===== config.mk =====
export PLATFORM = sky130hd
export DESIGN_NAME = pc_sequencer
export DESIGN_NICKNAME = d
export VERILOG_FILES = /design/src/rtl/pc_sequencer.sv
export SDC_FILE = /design/constraint.sdc
export NUM_CORES = 1
export LEC_CHECK = 0
export CORE_ASPECT_RATIO = 0.8
export CORE_MARGIN = 2
export CORE_UTILIZATION = 26
export DETAILED_ROUTE_END_ITERATION = 8
export SKIP_LAST_GASP = 1
export SYNTH_ARGS = -nofsm -noshare
export SYNTH_HDL_FRONTEND = slang
export SYNTH_SLANG_ARGS = --single-unit

===== constraint.sdc =====
create_clock -name clk -period 3.25 [get_ports clk]
set_clock_uncertainty 0.05 [all_clocks]
set_input_delay 0.325 -clock clk [delete_from_list [all_inputs] [get_ports clk]]
set_output_delay 0.325 -clock clk [all_outputs]
set_load 0.01 [all_outputs]

===== src/rtl/pc_sequencer.sv =====
`default_nettype none
// ============================================================================
// Module  : pc_sequencer
// Brief   : Instruction-ROM address sequencer with run control, a hardware
//           call/return stack and sticky stack fault flags.
// Revision: 1.0 - initial release
// ============================================================================
module pc_sequencer #(
    parameter int              ADDR_W      = 9,
    parameter int              STACK_DEPTH = 8,
    parameter logic [ADDR_W-1:0] RESET_ADDR = '0,
    localparam int             c_SP_W      = $clog2(STACK_DEPTH + 1)
) (
    input  logic              clk,
    input  logic              rst,
    input  logic              start,
    input  logic              advance,
    input  logic              jmpen,
    input  logic              call,
    input  logic              ret,
    input  logic              halt,
    input  logic [ADDR_W-1:0] jmpaddr,
    output logic [ADDR_W-1:0] addr,
    output logic              running,
    output logic [c_SP_W-1:0] sp,
    output logic              stack_overflow,
    output logic              stack_underflow
);

    // Stack storage is rounded up to a power of two so the index is a plain slice of sp.
    localparam int              c_IDX_W = (STACK_DEPTH > 1) ? $clog2(STACK_DEPTH) : 1;
    localparam logic [c_SP_W-1:0] c_FULL = c_SP_W'(STACK_DEPTH);

    localparam logic [1:0] S_IDLE  = 2'd0;
    localparam logic [1:0] S_RUN   = 2'd1;
    localparam logic [1:0] S_HALT  = 2'd2;
    localparam logic [1:0] S_FAULT = 2'd3;

    logic [1:0]        r_state;
    logic [ADDR_W-1:0] r_addr;
    logic [c_SP_W-1:0] r_sp;
    logic              r_running;
    logic              r_ovf;
    logic              r_und;
    logic [ADDR_W-1:0] r_stack [2**c_IDX_W];

    logic              w_full;
    logic              w_empty;
    logic              w_push;
    logic [c_SP_W-1:0] w_sp_dec;
    logic [ADDR_W-1:0] w_addr_inc;

    assign w_full     = (r_sp == c_FULL);
    assign w_empty    = (r_sp == '0);
    assign w_sp_dec   = r_sp - 1'b1;
    assign w_addr_inc = r_addr + 1'b1;
    assign w_push     = (r_state == S_RUN) && !halt && advance && !ret && call && !w_full;

    // Contents are don't-care after reset, so the storage carries no reset.
    always_ff @(posedge clk) begin
        if (w_push) begin
            r_stack[r_sp[c_IDX_W-1:0]] <= w_addr_inc;
        end
    end

    always_ff @(posedge clk or posedge rst) begin
        if (rst) begin
            r_state   <= S_IDLE;
            r_addr    <= RESET_ADDR;
            r_sp      <= '0;
            r_running <= 1'b0;
            r_ovf     <= 1'b0;
            r_und     <= 1'b0;
        end else begin
            case (r_state)
                S_IDLE: begin
                    if (start) begin
                        r_state   <= S_RUN;
                        r_running <= 1'b1;
                        r_addr    <= RESET_ADDR;
                        r_sp      <= '0;
                    end
                end
                S_RUN: begin
                    if (halt) begin
                        r_state   <= S_HALT;
                        r_running <= 1'b0;
                    end else if (advance) begin
                        if (ret) begin
                            if (w_empty) begin
                                r_state   <= S_FAULT;
                                r_running <= 1'b0;
                                r_und     <= 1'b1;
                            end else begin
                                r_addr <= r_stack[w_sp_dec[c_IDX_W-1:0]];
                                r_sp   <= w_sp_dec;
                            end
                        end else if (call) begin
                            if (w_full) begin
                                r_state   <= S_FAULT;
                                r_running <= 1'b0;
                                r_ovf     <= 1'b1;
                            end else begin
                                r_addr <= jmpaddr;
                                r_sp   <= r_sp + 1'b1;
                            end
                        end else if (jmpen) begin
                            r_addr <= jmpaddr;
                        end else begin
                            r_addr <= w_addr_inc;
                        end
                    end
                end
                S_HALT: begin
                    // A simultaneous halt request keeps the sequencer parked.
                    if (start && !halt) begin
                        r_state   <= S_RUN;
                        r_running <= 1'b1;
                    end
                end
                S_FAULT: begin
                end
                default: begin
                    r_state   <= S_IDLE;
                    r_running <= 1'b0;
                end
            endcase
        end
    end

    assign addr            = r_addr;
    assign running         = r_running;
    assign sp              = r_sp;
    assign stack_overflow  = r_ovf;
    assign stack_underflow = r_und;

endmodule
`default_nettype wire


=== Word level (Yosys, flattened, before mapping) ===
Memory sizes are Yosys's and may differ from the RTL's.
Cells that the tools add are included.

* Bits in latches: 0
* RAM bits: 72
* Output and inout bits: 16
* ROM bits: 0
* Memories: 1
* Bits in registers: 18

* Order comparisons: 0
* Equality and inequality tests: 15
* Divide/modulo/power cells: 0
* Bitwise operators: 2
* Reduce and logical (&&, ||, !) cells: 18
* Multiplexer cells: 37
* $mul: 0
* Shift-type cells: 0
* Add/sub/neg operators: 3

{| class="wikitable"
|+ Memories
! name !! depth !! bits a word !! rd ports !! clocked after Yosys merged registers in !! wr ports !! line !! RTL
|-
| r_stack || 8 || 9 || 1 || 0 || 1 || 45 || <nowiki>logic [ADDR_W-1:0] r_stack [2**c_IDX_W];</nowiki>
|}

{| class="wikitable"
|+ Operator list
! kind !! number
|-
| $mux 9 || 8
|-
| $mux 4 || 7
|-
| $pmux 9 s2 || 1
|-
| $mux 2 || 8
|-
| $ne 4x4->1 const B || 4
|-
| $reduce_and 7->1 || 2
|-
| $ne 3x3->1 const B || 4
|-
| $reduce_and 6->1 || 2
|-
| $mux 1 || 10
|-
| $add 9x1->9 const B || 1
|-
| $ne 2x2->1 const B || 4
|-
| $pmux 4 s2 || 1
|-
| $logic_and 1x1->1 || 6
|-
| $pmux 2 s3 || 1
|-
| $reduce_and 5->1 || 1
|-
| $add 4x1->4 const B || 1
|-
| $eq 4x4->1 const B || 1
|-
| $logic_not 4->1 || 1
|-
| $sub 4x1->4 const B || 1
|-
| $logic_not 1->1 || 3
|-
| $pmux 1 s3 || 1
|-
| $reduce_bool 3->1 || 1
|-
| $eq 2x1->1 const B || 1
|-
| $eq 2x2->1 const B || 1
|-
| other kinds (3) || 4
|}

=== Logic depth before layout (Yosys ltp) ===
* Depth after elaboration: 8
* Gate-level depth with buffers: 11
* Depth with buffers taken out: 7

=== Least setup slack after synthesis ===
Ideal clock, no wire load.

* Path type: reg2reg
* From: reg r_sp[0], in the netlist sp[0]
* To: reg r_addr[6], in the netlist addr[6]
* Setup slack: 0.479 ns
* Data required time: 3.072 ns
* Library setup time: 0.128 ns
* Data arrival time: 2.593 ns
* Period minus slack after synthesis: 2.771 ns
* Path buffers: 3
* Cell stages (with the launch flop): 11
* Cells stage by stage: dfrtp_1 > buf_2 > buf_2 > inv_1 > ha_1 > xor2_2 > buf_6 > mux4_2 > nor2_1 > nor4_1 > mux2_1

* Word-level cells in the longest chain between the ends: 7
* Elaborated cells between the ends (all ways): 12
* Those cells by class: add/sub: 1; eq/ne: 3; mux: 5; reduce/logical: 2; memory: 1

{| class="wikitable"
|+ Ends and longest elaborated chain
! item !! line !! RTL
|-
| start: declaration || 41 || <nowiki>logic [c_SP_W-1:0] r_sp;</nowiki>
|-
| start signal: assignment || 96 || <nowiki>r_sp <= w_sp_dec;</nowiki>
|-
| start signal: assignment || 105 || <nowiki>r_sp <= r_sp + 1'b1;</nowiki>
|-
| $sub 4x1->4 || 55 || <nowiki>assign w_sp_dec = r_sp - 1'b1;</nowiki>
|-
| $mem_v2 8x9 || - ||
|-
| $mux 9 || 90 || <nowiki>if (w_empty) begin</nowiki>
|-
| $mux 9 || 89 || <nowiki>if (ret) begin</nowiki>
|-
| $mux 9 || 88 || <nowiki>end else if (advance) begin</nowiki>
|-
| $mux 9 || 85 || <nowiki>if (halt) begin</nowiki>
|-
| $pmux 9 s2 || 75 || <nowiki>case (r_state)</nowiki>
|-
| end signal: assignment || 95 || <nowiki>r_addr <= r_stack[w_sp_dec[c_IDX_W-1:0]];</nowiki>
|-
| end signal: assignment || 104 || <nowiki>r_addr <= jmpaddr;</nowiki>
|-
| end signal: assignment || 108 || <nowiki>r_addr <= jmpaddr;</nowiki>
|-
| end: declaration || 40 || <nowiki>logic [ADDR_W-1:0] r_addr;</nowiki>
|}

Parallel ways exist; a longest one is shown, timed or not. The select of a mux whose other input is x is not followed.
A chain may end at the register's enable or synchronous reset.

=== Worst setup path in the final report ===
* From: reg r_sp[1], in the netlist sp[1]
* To: reg r_addr[6], in the netlist addr[6]

The elaborated chain is that of the path after synthesis.

==> results.cfg <==
[run_status]
status = finished, final reports clean

[yosys]
synth_top_family_by_area = multiplexers
synth.cell_area_um2 = 4030
synth-seq-cells = 90
syn_area_per_cell_um2 = 15.1
synth-edff-count = 72
synth_compound_area_frac = 0.0713
seq_area_frac_synth = 0.648
syn-num-nets = 289
synth_xor_area_frac = 0.0236
synth_mux_area_frac = 0.137
synthCells = 268
synth-adder-area-share = 0.0124
ys_types = 43
yosys_most_used_dff = edfxtp_1
yosys_warnings = 0
synth-simple-area-share = 0.0844
synth-async-reset-ratio = 0.200

[die]
rows = 40
die_h_um = 115
die_area_um2 = 16500
ios = 33
coreArea_um2 = 15100
die_w_um = 143
start_util = 0.267

[clock_tree]
cts.sinks = 90
root_buffer = clkbuf_16
cts_setup_buffers = 0
clk_path_buf_depth = 2
clk_pin_slew_ps = 60
ctsResizeCount = 0
cts-hold-fix-buffers = 0
cts_tree = yes
cts_made_buffers = 9
clkLatencyLatePin_ps = 340
htreeDepth = 3

[global_route]
antenna_found_initial = 0
grt_use_total = 0.120
grt_pass1_vias = 2501
grt_max_degree = 26
grt_overflow = 0
grt_pass1_wl_um = 14300

[sta]
hold_viol = 0
max_freq_mhz = 362
period_needed_ps = 2760
rsz0062_at_grt = false
min_period_over_period = 0.850
drv_slew = 0
final-setup-viol-count = 0
finalSetupTns_ps = 0
slew_headroom = 0.500
tightest_slew_ps = 749

[placement]
hpwl_um = 6340
routabilityCongestion = 0.806
placed_area_um2 = 4680
numPortBuffers = 32

[critical_path]
required_ps = 3420
crit_arrival_ps = 2930
crit_path_start_kind = register
crit_fanout = 9
worstSetupEndpointType = register
worstSetupPathType = register to register

[layout]
areaGrowthSynthToFinish_pct = 23.0
diodes = 0
final_nets = 336
stdcell_area_um2 = 4960
nFillCells = 1499
final_common_cell = edfxtp_1
drive_above_1_share = 0.159
layout_common_cells = edfxtp_1 (72), clkdlybuf4s50_1 (32), nand2_1 (18), dfrtp_1 (18), nor2_1 (17)

[detailed_routing]
ant_nets = 0
drc = 0
firstDrtPassIters = 4
wl_um = 9310
vias = 2440
via_per_inst = 4.60
drtIter0Drc = 194
avgRoutedWirePerCell_um = 17.6

[power_and_ir_drop]
powerDensity_nw_per_um2 = 812
leakagePower_nw = 1.72
ir_worst_vdd_mv = 0.316

[run]
cap_violations = 0

[hold_path]
hold_path.class = input port to async pin
final timing paths:
check / startpoint / to / slack, ps / depth (start not counted)
min reg2reg: stack_overflow$_DFFE_PP0P_ / stack_overflow$_DFFE_PP0P_ / 430 / 1
max: sp[1]$_DFFE_PP0P_ / addr[6]$_DFFE_PP0P_ / 490 / 7
min in group clk: stack_overflow$_DFFE_PP0P_ / stack_overflow$_DFFE_PP0P_ / 430 / 1
max in group asynchronous: rst / addr[4]$_DFFE_PP0P_ / 2310 / 2
min: rst / sp[3]$_DFFE_PP0P_ / 370 / 2
max reg2reg: sp[1]$_DFFE_PP0P_ / addr[6]$_DFFE_PP0P_ / 490 / 7
report_power, final:
group | total [mW] | internal, mW | switching, mW
logic | 1.42 | 0.700 | 0.718
registers | 1.61 | 1.47 | 0.140
clock network | 1.00 | 0.589 | 0.415
layer usage:
metal,vias to the layer above,share of wire,GRT usage
li1,1128,-,-
met1,1259,0.47,0.160
met2,41,0.47,0.189
met3,12,0.048,0.0343
met4,0,0.014,0.0418
met5,-,0,0
state kept, by name (all words and copies together), names as in the netlist:
| name | cells |
|---|---|
| addr | 9 |
| r_stack | 72 |
| r_state | 2 |
| running | 1 |
| sp | 4 |
| stack_overflow | 1 |
| stack_underflow | 1 |
cell usage after synthesis (2+ instances only):
cell type  instances  area, um^2
a2111oi_0          5        43.8
a211o_1            2        17.5
a21o_1             3        22.5
a21oi_1            9        45.0
a22o_1             2        17.5
and2_1             3        18.8
buf_2              6        30.0
clkbuf_1           4        15.0
dfrtp_1           18         450
edfxtp_1          72        2160
ha_1               4        50.1
inv_1              9        33.8
mux2_2             5        56.3
mux2i_1            7        70.1
mux4_1             3        78.8
mux4_2            15         338
nand2_1           18        67.6
nand2b_1           7        43.8
nand3_1            5        25.0
nand4_1            2        12.5
nor2_1            17        63.8
nor2b_1            4        25.0
nor3_1            10        50.1
nor4_1             3        18.8
o211ai_1           2        15.0
o21ai_0            5        25.0
o21bai_1           3        22.5
o2bb2ai_1          3        26.3
xnor2_1            6        52.6
xor2_1             3        26.3
worst max-delay path: stages, from the launching register on:
cell	delay, ps
dfrtp_1	540
inv_1	130
ha_1	240
xor2_2	560
mux4_1	660
nor2_1	120
nor4_1	60
mux2_1	280
logic make-up after synthesis:
kind of cell / after synthesis
AO/OA/AOI/OAI: 41
XOR/XNOR: 10
adder cells (fa/ha/maj): 4
buffers and inverters: 21
flip-flops: 90
multiplexers: 31
AND/OR/NAND/NOR: 71
stage by stage:
| stage | total power [mW] | hold slack [ps] | cells | setup WS, ps | util |
|---|---|---|---|---|---|
| after CTS | 4.07 | 394 | 530 | 475 | 0.328 |
| after global routing | 4.25 | 431 | 530 | 322 | 0.328 |
| after detailed placement | 3.07 | 419 | 514 | 499 | 0.309 |
| after global placement | 3.02 | 417 | 514 | 649 | 0.309 |
| after floorplan | 2.57 | 214 | 268 | 479 | - |
| final | 4.03 | 368 | 530 | 486 | 0.328 |
area by class of cell:
type | count | area, um^2 | area share
flip-flops and latches | 90 | 2610 | 0.526
multi-input cells | 157 | 1330 | 0.267
repair buffers | 48 | 440 | 0.0887
well taps | 210 | 263 | 0.0529
clock buffers | 10 | 229 | 0.0461
clock inverters | 6 | 57.6 | 0.0116
inverters | 9 | 33.8 | 0.00681
Note: power is estimated with default switching activity, not from simulation.
